==> config.mk <==
export PLATFORM = sky130hd
export DESIGN_NAME = multi_trig_pulse_gen
export DESIGN_NICKNAME = d
export VERILOG_FILES = /design/src/rtl/multi_trig_pulse_gen.sv
export SDC_FILE = /design/constraint.sdc
export NUM_CORES = 1
export LEC_CHECK = 0
export ABC_AREA = 1
export BUFFER_PORTS_ARGS = -buffer_cell sky130_fd_sc_hd__buf_2
export CAP_MARGIN = 20
export CORE_ASPECT_RATIO = 0.5
export CORE_UTILIZATION = 34
export DETAILED_ROUTE_END_ITERATION = 10
export SETUP_SLACK_MARGIN = 0.5
export SYNTH_ARGS = -nofsm -noshare
export SYNTH_HDL_FRONTEND = slang
export SYNTH_SLANG_ARGS = --single-unit
export TNS_END_PERCENT = 1
==> constraint.sdc <==
create_clock -name clk -period 1.9 [get_ports clk]
set_clock_uncertainty 0.15 [all_clocks]
set_input_delay 0.38 -clock clk [delete_from_list [all_inputs] [get_ports clk]]
set_output_delay 0.38 -clock clk [all_outputs]
set_load 0.01 [all_outputs]
==> src/rtl/multi_trig_pulse_gen.sv <==
// N-channel rising-edge triggered delayed-pulse generator with per-channel enable and retrigger.
// Define TRIG_MISS_CNT_EN to add per-channel saturating missed-trigger counters (miss_cnt_o).
module multi_trig_pulse_gen #(
  parameter int unsigned N_CH        = 4,
  parameter int unsigned CW          = 8,
  parameter int unsigned SYNC_STAGES = 2,
  parameter int unsigned MW          = 8
) (
  input  logic                 clk,
  input  logic                 rst_n,
  input  logic [N_CH-1:0]      trig_i,
  input  logic [N_CH-1:0]      enable_i,
  input  logic [N_CH-1:0]      retrig_i,
  input  logic [N_CH*CW-1:0]   delay_i,
  input  logic [N_CH*CW-1:0]   duration_i,
  output logic [N_CH-1:0]      pulse_o,
  output logic [N_CH-1:0]      busy_o,
  output logic [N_CH-1:0]      done_o
`ifdef TRIG_MISS_CNT_EN
  ,
  output logic [N_CH*MW-1:0]   miss_cnt_o
`endif
);

  typedef enum logic [1:0] {StIdle, StDelay, StActive} state_e;

  for (genvar k = 0; k < N_CH; k++) begin : g_ch
    logic [SYNC_STAGES-1:0] sync_q, sync_d, fill_q, fill_d;
    logic                   hist_q, hist_d;
    logic                   sync_out, edge_det, finishing, start;
    state_e                 state_q, state_d;
    logic [CW-1:0]          cnt_q, cnt_d, dur_q, dur_d, ld_delay, ld_dur;
    logic                   retrig_q, retrig_d;
    logic                   pulse_q, pulse_d, busy_q, busy_d, done_q, done_d;

    assign ld_delay = delay_i[k*CW +: CW];
    assign ld_dur   = duration_i[k*CW +: CW];
    assign sync_out = sync_q[SYNC_STAGES-1];
    assign edge_det = sync_out & ~hist_q & enable_i[k];

    // History is held high until the synchroniser has refilled after reset, so a trigger
    // already high when reset is released is never seen as an edge.
    always_comb begin
      sync_d = SYNC_STAGES'({sync_q, trig_i[k]});
      fill_d = SYNC_STAGES'({fill_q, 1'b1});
      hist_d = fill_q[SYNC_STAGES-1] ? sync_out : 1'b1;
    end

    assign finishing = ((state_q == StActive) && (cnt_q == CW'(1))) ||
                       ((state_q == StDelay) && (cnt_q == CW'(1)) && (dur_q == '0));

    always_comb begin
      state_d  = state_q;
      cnt_d    = cnt_q;
      dur_d    = dur_q;
      retrig_d = retrig_q;
      done_d   = 1'b0;
      start    = edge_det && ((state_q == StIdle) || finishing || retrig_q);
      if (!enable_i[k]) begin
        state_d = StIdle;
      end else begin
        unique case (state_q)
          StDelay: begin
            if (cnt_q == CW'(1)) begin
              if (dur_q == '0) begin
                state_d = StIdle;
                done_d  = 1'b1;
              end else begin
                state_d = StActive;
                cnt_d   = dur_q;
              end
            end else begin
              cnt_d = cnt_q - CW'(1);
            end
          end
          StActive: begin
            if (cnt_q == CW'(1)) begin
              state_d = StIdle;
              done_d  = 1'b1;
            end else begin
              cnt_d = cnt_q - CW'(1);
            end
          end
          default: ;
        endcase
        // A new trigger overrides whatever the count logic decided above.
        if (start) begin
          retrig_d = retrig_i[k];
          dur_d    = ld_dur;
          if (ld_delay != '0) begin
            state_d = StDelay;
            cnt_d   = ld_delay;
          end else if (ld_dur != '0) begin
            state_d = StActive;
            cnt_d   = ld_dur;
          end else begin
            state_d = StIdle;
            done_d  = 1'b1;
          end
        end
      end
      pulse_d = (state_d == StActive);
      busy_d  = (state_d != StIdle);
    end

    always_ff @(posedge clk or negedge rst_n) begin
      if (!rst_n) begin
        sync_q   <= '0;
        fill_q   <= '0;
        hist_q   <= 1'b1;
        state_q  <= StIdle;
        cnt_q    <= '0;
        dur_q    <= '0;
        retrig_q <= 1'b0;
        pulse_q  <= 1'b0;
        busy_q   <= 1'b0;
        done_q   <= 1'b0;
      end else begin
        sync_q   <= sync_d;
        fill_q   <= fill_d;
        hist_q   <= hist_d;
        state_q  <= state_d;
        cnt_q    <= cnt_d;
        dur_q    <= dur_d;
        retrig_q <= retrig_d;
        pulse_q  <= pulse_d;
        busy_q   <= busy_d;
        done_q   <= done_d;
      end
    end

    assign pulse_o[k] = pulse_q;
    assign busy_o[k]  = busy_q;
    assign done_o[k]  = done_q;

`ifdef TRIG_MISS_CNT_EN
    logic          miss_inc;
    logic [MW-1:0] miss_q, miss_d;

    assign miss_inc = edge_det && busy_q && !finishing && !retrig_q;

    always_comb begin
      miss_d = miss_q;
      if (miss_inc && (miss_q != {MW{1'b1}})) begin
        miss_d = miss_q + MW'(1);
      end
    end

    always_ff @(posedge clk or negedge rst_n) begin
      if (!rst_n) begin
        miss_q <= '0;
      end else begin
        miss_q <= miss_d;
      end
    end

    assign miss_cnt_o[k*MW +: MW] = miss_q;
`endif
  end

endmodule
==> results of run 1 <==
[state kept, by name, indices dropped and copies added, names as in the netlist]
signal,flops
g_ch.state_q,8
g_ch.dur_q,32
g_ch.cnt_q,32
g_ch.sync_q,8
g_ch.fill_q,2
g_ch.retrig_q,4
g_ch.hist_q,4
g_ch.pulse_q,4
g_ch.done_q,4
g_ch.busy_q,4
[worst max path at each step]
stage                                        end                          from
floorplan               g_ch[2].busy_q$_DFF_PN0_  g_ch[2].cnt_q[1]$_DFFE_PN0P_
global placement    g_ch[3].cnt_q[2]$_DFFE_PN0P_  g_ch[3].state_q[0]$_DFF_PN0_
detailed placement      g_ch[3].busy_q$_DFF_PN0_  g_ch[3].cnt_q[1]$_DFFE_PN0P_
CTS                 g_ch[0].cnt_q[5]$_DFFE_PN0P_  g_ch[0].cnt_q[1]$_DFFE_PN0P_
global route        g_ch[3].cnt_q[4]$_DFFE_PN0P_  g_ch[3].cnt_q[1]$_DFFE_PN0P_
finish              g_ch[3].cnt_q[3]$_DFFE_PN0P_  g_ch[3].cnt_q[1]$_DFFE_PN0P_
[through the flow]
step / power, uW / setup TNS, ns / util (%)
2_1_floorplan: 4050 / 0 / -
3_3_place_gp: 4840 / -0.00831 / 41.6
3_5_place_dp: 4880 / -0.0213 / 41.6
6_report: 7040 / 0 / 47.0
5_1_grt: 7580 / -0.658 / 47.0
4_1_cts: 6950 / 0 / 44.7
[layer usage]
layer | wire length, um | share of wire, %
met5 | 0 | 0
met4 | 397 | 1.9
met3 | 940 | 4.5
met2 | 9480 | 46
met1 | 10000 | 48
[synth_stat cells, types with 10 or more instances]
master	number	share of area [%]
nand4_1	40	3.4
dfrtp_1	98	33
a21oi_1	10	0.68
inv_1	126	6.4
ha_1	20	3.4
nand2_1	434	22
o21ai_1	11	0.75
nand3_1	109	7.4
o21ai_0	39	2.7
clkbuf_1	17	0.87
buf_4	15	1.5
nor2_1	127	6.5
[power by group through the flow]
stage          registers (uW)  clock network, uW  logic, uW
6_report                 2780               1910       2350
5_1_grt                  2830               2100       2660
4_1_cts                  2760               1990       2190
3_5_place_dp             2800                  0       2080
3_3_place_gp             2790                  0       2060
2_1_floorplan            2800                  0       1240
[cell type report]
cell class	instances	share of cell area [%]
sequential	102	26.0
multi-input combinational	859	46.9
tap	292	3.72
timing repair inverter	2	0.280
clock buffer	13	2.65
inverter	131	5.38
timing repair buffer	204	14.6
clock inverter	3	0.446
[logic make-up after synthesis]
group / after synthesis
flip-flops: 102
AO/OA/AOI/OAI: 72
other: 1
adder cells (fa/ha/maj): 20
AND/OR/NAND/NOR: 763
buffers and inverters: 174
XOR/XNOR: 3
[cell usage in the layout, fill, tap and decap left out, types with 5 or more instances in the layout]
cell type / Yosys / routed
a21oi_1: 10 / 5
buf_12: 0 / 5
buf_2: 7 / 89
buf_4: 15 / 92
buf_6: 4 / 12
clkbuf_16: 0 / 9
dfrtp_1: 98 / 98
dlygate4sd3_1: 0 / 5
ha_1: 20 / 5
ha_2: 0 / 10
ha_4: 0 / 5
inv_1: 126 / 118
inv_2: 1 / 8
nand2_1: 434 / 389
nand2_2: 6 / 41
nand2_4: 4 / 13
nand3_1: 109 / 97
nand3_2: 6 / 12
nand3_4: 4 / 10
nand4_1: 40 / 40
nor2_1: 127 / 104
nor2_2: 6 / 21
nor2_4: 3 / 11
nor3_1: 9 / 6
nor3_2: 3 / 5
o21ai_0: 39 / 23
o21ai_1: 11 / 21
o21ai_2: 2 / 7
[worst min-delay path, cell delays in order]
cell     delay (ns)
buf_2          0.07
nand2_1        0.04
nand2_1        0.04
[what timing repair did]
action,in CTS,in global routing
setup endpoints to repair,96,100
hold buffers,5,0
gates cloned,2,2
resized for setup,62,122
pin swaps,17,42
hold endpoints to repair,29,0
setup buffers,8,8
==> flow_summary.toml, run 1 <==
[critical_path]
path_depth = 13
crit_family = "simple AND/OR/NAND/NOR gates"
r2r-end = "g_ch[3].cnt_q[3]$_DFFE_PN0P_"
required_ns = 2.00
critPathBufInv = 2
critical_path_class = "reg -> reg"
critical_path.cell_chain = "inv_2 > ha_1 > nand3_2 > inv_1 > nand2_4 > nand2_4 > nand2_1 > nand3_1 > nand2_1 > nand2_1 > nand3_1 > nand2_1 > nand2_1"
critPathCaptureType = "flop"
critical-path-max-stage-delay_ns = 0.39
cp_max_fo = 10
start_kind = "flop"
r2r_slack_ns = 0.06
cp_common_cell = "nand2_1"
crit_path_top_delay_cell = "dfrtp_1"
critical_path_arrival_ns = 1.94
r2r-start = "g_ch[3].cnt_q[1]$_DFFE_PN0P_"
worst_r2r_path_depth = 13

[logic_synthesis]
syn_inst = 1135
synthAdderAreaFrac_pct = 3.40
yosys_warnings = 0
async_flop_share_pct = 100
synth_compound_area_share_pct = 5.29
synth_cell_types = 39
synth_edf_count = 0
synth-xor-area-share_pct = 0.357
muxShareOfSynthArea_pct = 0
syn_area_sq_mm = 0.00735
ys_seq_elements = 102
synthFlopType = "dfrtp_1"
synth_nets = 1233
synthSimpleGateAreaFrac_pct = 45.9
ys_seq_area_share_pct = 34.8
synth.avg_cell_area_sq_um = 6.48
synth_top_family_by_area = "simple AND/OR/NAND/NOR gates"

[timing]
drv_slew = 0
rsz0062_at_grt = "yes"
whs_ns = 0.0654
worst_slack_ns = 0.0613
tightest_slew_ns = 0.601
finalHoldViolations = 0
fin_crit_ns = 1.84
slew_headroom_pct = 59.7
setup-violations-final = 0
max_freq_ghz = 0.544
timing.final.crit_share_pct = 96.8

[layout]
drive_gt1_share_pct = 29.4
n_antenna_cell = 0
regArea_sq_mm = 0.00256
fillers = 2070
multiInputGateArea_sq_mm = 0.00460
syn_to_final_growth_pct = 33.5
fin_cells = 1606
final_nets = 1407
fin_area_sq_mm = 0.00982

[clocking]
cts_buffer_depth = 2
cts-root-buf = "clkbuf_16"
cts_made_buffers = 9
clock_latency_ns = 0.36
path_clk_slew_ns = 0.07
cts.sinks = 102
h-tree-depth = 3
cts_tree = "built"

[grt]
gr-usage-met2_pct = 31.2
grt_pass1_vias = 7277
grt_max_degree = 32
antenna_found_initial = 0
grt-ovfl-total = 0
grt_first_pass_wirelength_um = 34500
met3_usage_pct = 3.63
grt_use_met1_pct = 26.2
track_usage_pct = 19.3
top_usage_layer = "met2"

[outcome]
status = "finished, final reports clean"

[route]
drt_iter0_markers = 432
drc = 0
num_vias = 7626
drt.antenna.violating_nets = 0
post_drt_wl_per_cell_um = 13.0
drt_pass1_iterations = 5
routed_wl_um = 20800
avgViaCountPerCell = 4.75

[power_and_ir_drop]
p_leak_uw = 0.00515
p_clk_share_pct = 27.1
power_switching_uw = 2440
irDropWorstVdd_mv = 0.391
p_sw_share_pct = 34.6
internal_power_uw = 4610
seqPwrFrac_pct = 39.5
comb_power_share_pct = 33.4
power_density_mw_per_mm2 = 717

[die]
num_rows = 37
die_x_um = 210
initial_core_util_pct = 35.2
die_h_um = 106
ioPinCount = 90
die-area_sq_mm = 0.0223
core_sq_mm = 0.0209

[placement]
placed_cells = 1565
place.gp.congestion = 0.912
io_buffers = 89
dpl.hpwl_um = 16100
place_area_sq_mm = 0.00868
pre_cts_ws_ns = -0.0125

[min_path]
holdPathEnd = "g_ch[1].retrig_q$_DFFE_PN0P_"
hp-start = "retrig_i[1]"
hold_path.class = "in -> reg"
hold_depth = 3

[flow_run]
drv_cap = 0
Power figures use the tool's default switching activity.
==> run 2, diff against run 1 <==
Settings changed: SETUP_SLACK_MARGIN 0.5 to 0.15.
==> run 2 against run 1 <==
Sequential share of layout area rose by 0.19 points. Combinational power barely moved. Fmax fell by 1.3%. Largest power group unchanged.
==> flow_summary.toml, run 2 (synthesized netlist as in run 1, its figures left out) <==
[die]
ioPinCount = 90
die-area_sq_mm = 0.0223
num_rows = 37
die_h_um = 106
initial_core_util_pct = 35.2
core_sq_mm = 0.0209
die_x_um = 210

[flow_run]
drv_cap = 0

[layout]
fin_area_sq_mm = 0.00975
layout_common_cells = "nand2_1, inv_1, nor2_1, buf_4, nand3_1"
layout_commonest_cell = "nand2_1"
syn_to_final_growth_pct = 32.6
n_antenna_cell = 0
final_nets = 1421
fillers = 2121
reg.largest.list = "g_ch.cnt_q (32), g_ch.dur_q (32)"
drive_gt1_share_pct = 27.5

[timing]
timing.final.crit_share_pct = 98.0
fin_crit_ns = 1.86
max_freq_ghz = 0.537
slew_headroom_pct = 66.5
tightest_slew_ns = 0.500
finalHoldViolations = 0
rsz0062_at_grt = "yes"
drv_slew = 0
setup-violations-final = 0

[clocking]
h-tree-depth = 3
cts_tree = "built"
cts_buffer_depth = 2
cts_made_buffers = 9
path_clk_slew_ns = 0.08
cts-root-buf = "clkbuf_16"
clock_latency_ns = 0.38
cts.sinks = 102

[route]
drt_iter0_markers = 507
avgViaCountPerCell = 4.84
num_vias = 7843
drc = 0
routed_wl_um = 22100
drt_pass1_iterations = 7
drt.antenna.violating_nets = 0
post_drt_wl_per_cell_um = 13.6

[grt]
antenna_found_initial = 0
grt-ovfl-total = 0
grt_max_degree = 53
grt_pass1_vias = 7386
grt_first_pass_wirelength_um = 36000
track_usage_pct = 20.5

[placement]
place.gp.congestion = 0.921
place_area_sq_mm = 0.00878
dpl.hpwl_um = 17100
io_buffers = 89

[power_and_ir_drop]
irDropWorstVdd_mv = 0.439
p_total_uw = 7180
p_leak_uw = 0.00515
power_density_mw_per_mm2 = 736

[critical_path]
critical_path.cell_chain = "nor2_2 > nand2_2 > nor2_4 > nand3_2 > nand3_4 > nand2_4 > buf_6 > o21ai_0 > o21ai_1"
critical-path-max-stage-delay_ns = 0.43
worst_r2r_path_depth = 9
critPathCaptureType = "flop"
r2r_slack_ns = 0.04
critical_path_class = "reg -> reg"
r2r-end = "g_ch[1].busy_q$_DFF_PN0_"
critical_path_arrival_ns = 1.97
r2r-start = "g_ch[1].cnt_q[2]$_DFFE_PN0P_"
cp_max_fo = 4
required_ns = 2.00
start_kind = "flop"
crit_path_top_delay_cell = "dfrtp_1"

[outcome]
status = "finished, final reports clean"

[min_path]
hp-start = "retrig_i[3]"
hold_depth = 3
holdPathEnd = "g_ch[3].retrig_q$_DFFE_PN0P_"
hold_path.class = "in -> reg"
run 2: power by group:
group          internal [uW]  total [uW]  switching (uW)
Combinational           1010        2380            1370
Clock                   1050        2020             970
Sequential              2510        2770             259
Total                   4580        7180            2600
run 2: metrics by stage:
step	worst slack (ns)	cells	hold slack (ns)	utilization [%]	TNS [ns]
6_report	0.0374	1620	0.0490	46.7	0
5_1_grt	-0.0374	1620	0.0528	46.7	-0.616
4_1_cts	0.0574	1611	0.0367	44.8	0
3_5_place_dp	-0.0269	1583	0.0311	42.0	-0.110
3_3_place_gp	-0.0453	1583	0.0303	42.0	-0.0660
2_1_floorplan	0.0895	1135	-0.0656	-	0
run 2: area by class of cell:
class                      instances  area, sq um  area share, %
sequential                       102         2560           26.2
timing repair inverter             1         5.00         0.0513
clock inverter                     7         91.3          0.937
timing repair buffer             219         1500           15.4
tap                              292          365           3.75
inverter                         131          515           5.29
clock buffer                       9          225           2.31
multi-input combinational        859         4490           46.1
run 2: worst max-delay path by stage:
stage / from / endpoint / slack (ns)
floorplan: g_ch[1].state_q[1]$_DFF_PN0_ / g_ch[1].busy_q$_DFF_PN0_ / 0.09
global placement: g_ch[3].state_q[0]$_DFF_PN0_ / g_ch[3].cnt_q[7]$_DFFE_PN0P_ / -0.05
detailed placement: g_ch[3].state_q[0]$_DFF_PN0_ / g_ch[3].cnt_q[7]$_DFFE_PN0P_ / -0.03
CTS: g_ch[2].cnt_q[3]$_DFFE_PN0P_ / g_ch[2].cnt_q[4]$_DFFE_PN0P_ / 0.06
global route: g_ch[3].cnt_q[1]$_DFFE_PN0P_ / g_ch[3].pulse_q$_DFF_PN0_ / -0.04
finish: g_ch[1].cnt_q[2]$_DFFE_PN0P_ / g_ch[1].busy_q$_DFF_PN0_ / 0.04
run 2: timing repair:
item                                   4_1_cts  5_1_grt
cloned                                       0        2
resized for setup                           44       95
setup buffers                                7        7
setup endpoints to repair                   79       87
endpoints found under the hold margin      102        0
pin swaps                                   16       37
hold buffers                                 5        0
run 2: worst max-delay path: cells and delay by family, from the launching register on:
kind	cells	cell delay, ns
flip-flops	1	0.43
AND/OR/NAND/NOR	6	0.74
buffers and inverters	1	0.15
AO/OA/AOI/OAI	2	0.27
run 2: per-layer routing:
metal / routed length (um) / track usage (%) / vias up / part of all wire (%)
li1: - / - / 3946 / -
met1: 10100 / 26.6 / 3663 / 46
met2: 10300 / 33.7 / 207 / 47
met3: 1210 / 4.76 / 27 / 5.5
met4: 406 / 6.88 / 0 / 1.8
met5: 0 / 0 / - / 0
==> run 3, diff against run 2 <==
Settings changed: CORE_UTILIZATION 34 to 50, PLACE_DENSITY from default to 0.73.
==> run 3 against run 2 <==
Final area fell by 0.53%. Cell count fell by 6.8%. Count of clock-buffer cells in the layout did not move. Via count rose by 1.2%. Largest power group unchanged. Clock power barely moved. Worst hold slack improved by 0.022 ns. Global-route usage rose by 7.9 points. Routed wire length fell by 2.0%. Setup slack got worse by 0.035 ns.
==> flow_summary.toml, run 3 (synthesized netlist as in run 1, its figures left out) <==
[route]
post_drt_wl_per_cell_um = 14.3
routed_wl_um = 21600
avgViaCountPerCell = 5.25
num_vias = 7934
drc = 0
drt.antenna.violating_nets = 0
drt_iter0_markers = 504
drt_pass1_iterations = 5

[critical_path]
required_ns = 2.00
critPathCaptureType = "flop"
r2r-start = "g_ch[3].state_q[0]$_DFF_PN0_"
cp_common_cell = "nand2_1"
critPathBufInv = 1
crit_family = "simple AND/OR/NAND/NOR gates"
start_kind = "flop"
critical_path.cell_chain = "inv_1 > ha_2 > or2_4 > nand2_4 > nand2_1 > o22ai_1 > nand2_2 > nand3_2 > nand2_1"
critical_path_arrival_ns = 1.99
path_depth = 9
crit_path_top_delay_cell = "dfrtp_1"
critical-path-max-stage-delay_ns = 0.39
critical_path_class = "reg -> reg"
r2r_slack_ns = 0.002
worst_r2r_path_depth = 9
r2r-end = "g_ch[3].busy_q$_DFF_PN0_"
cp_max_fo = 7

[clocking]
path_clk_slew_ns = 0.08
cts_tree = "built"
h-tree-depth = 3
cts.sinks = 102
cts-root-buf = "clkbuf_16"
cts_made_buffers = 9
cts_buffer_depth = 2
clock_latency_ns = 0.36

[timing]
timing.final.crit_share_pct = 99.9
tightest_slew_ns = 0.525
max_freq_ghz = 0.527
fin_crit_ns = 1.90
drv_slew = 0
finalHoldViolations = 0
worst_slack_ns = 0.00195
setup-violations-final = 0
slew_headroom_pct = 65.0
rsz0062_at_grt = "yes"

[die]
initial_core_util_pct = 52.7
core_sq_mm = 0.0140
die_h_um = 87.8
num_rows = 30
die-area_sq_mm = 0.0152
die_x_um = 174
ioPinCount = 90

[layout]
layout_commonest_cell = "nand2_1"
drive_gt1_share_pct = 28.2
syn_to_final_growth_pct = 31.9
final_nets = 1411
n_antenna_cell = 0
fin_cells = 1510
reg.largest.list = "g_ch.cnt_q (32), g_ch.dur_q (32)"
layout_common_cells = "nand2_1, inv_1, nor2_1, dfrtp_1, buf_4"
fin_area_sq_mm = 0.00970

[min_path]
holdPathEnd = "g_ch[3].retrig_q$_DFFE_PN0P_"
hp-start = "retrig_i[3]"
hold_path.class = "in -> reg"
hold_depth = 3

[power_and_ir_drop]
irDropWorstVdd_mv = 0.510
p_clk_share_pct = 28.1
p_leak_uw = 0.00517
power_density_mw_per_mm2 = 738
comb_power_share_pct = 33.0
p_sw_share_pct = 36.1
internal_power_uw = 4570
seqPwrFrac_pct = 38.8
power_switching_uw = 2590

[grt]
track_usage_pct = 28.4
grt-ovfl-total = 0
grt_max_degree = 36
grt_first_pass_wirelength_um = 34600
antenna_found_initial = 0
grt_pass1_vias = 7325

[flow_run]
drv_cap = 0

[placement]
place_area_sq_mm = 0.00857
dpl.hpwl_um = 15800
place.gp.congestion = 0.984
pre_cts_ws_ns = -0.0788
io_buffers = 89
placed_cells = 1465

[outcome]
status = "finished, final reports clean"
run 3: changes by cell type in the layout (fill, tap and decap cells not counted), moves of 5 or more:
cell	change
nor2_2	+7
nand2_1	-15
o21ai_0	-6
nand3_2	+5
nand3_1	-5
o21ai_1	+5
nand2_2	+12
buf_4	-17
run 3: per-layer routing:
layer	track usage (%)	share of wire [%]
met1	35.9	43
met2	51.4	49
met3	5.30	6.1
met4	5.95	1.3
met5	0	0
run 3: tightest hold or removal path: stages:
cell     delay [ns]
buf_2          0.08
nand2_2        0.04
nand2_1        0.04
run 3: how the worst max path moves through the flow:
stage / from / to / slack (ns)
floorplan: g_ch[1].state_q[1]$_DFF_PN0_ / g_ch[1].busy_q$_DFF_PN0_ / 0.09
global placement: g_ch[3].state_q[0]$_DFF_PN0_ / g_ch[3].cnt_q[2]$_DFFE_PN0P_ / -0.006
detailed placement: g_ch[3].cnt_q[1]$_DFFE_PN0P_ / g_ch[3].cnt_q[5]$_DFFE_PN0P_ / -0.08
CTS: g_ch[2].cnt_q[3]$_DFFE_PN0P_ / g_ch[2].cnt_q[6]$_DFFE_PN0P_ / 0.1
global route: g_ch[3].state_q[0]$_DFF_PN0_ / g_ch[3].cnt_q[4]$_DFFE_PN0P_ / -0.10
finish: g_ch[3].state_q[0]$_DFF_PN0_ / g_ch[3].busy_q$_DFF_PN0_ / 0.002
run 3: final cells by class:
class	count	area, sq um
Multi-Input combinational cell	859	4530
Tap cell	192	240
Sequential cell	102	2560
Fill cell	1154	4260
Timing Repair Buffer	210	1530
Clock inverter	7	100
Clock buffer	9	225
Inverter	131	512
run 3: what timing repair did:
action | 4_1_cts | 5_1_grt
resized for setup | 77 | 84
pin swaps | 23 | 41
setup buffers | 16 | 6
hold endpoints to repair | 35 | 0
setup endpoints to repair | 74 | 86
gates cloned | 0 | 2
hold buffers | 5 | 0
run 3: power by group through the flow:
| stage | clock, uW | combinational, uW | sequential, uW |
|---|---|---|---|
| after global routing | 2160 | 2650 | 2820 |
| after CTS | 2060 | 2240 | 2780 |
| after detailed placement | 0 | 2080 | 2790 |
| after global placement | 0 | 2040 | 2780 |
| after floorplan | 0 | 1230 | 2800 |
| final | 2010 | 2370 | 2780 |
run 3: metrics by stage:
stage / hold WS (ns) / power [uW] / TNS (ns) / util, %
final: 0.0713 / 7160 / 0 / 69.5
after global routing: 0.0708 / 7640 / -1.39 / 69.5
after CTS: 0.0660 / 7070 / 0 / 67.0
after detailed placement: 0.185 / 4870 / -0.688 / 61.4
after global placement: 0.183 / 4820 / -0.00590 / 61.4
after floorplan: -0.0656 / 4030 / 0 / -
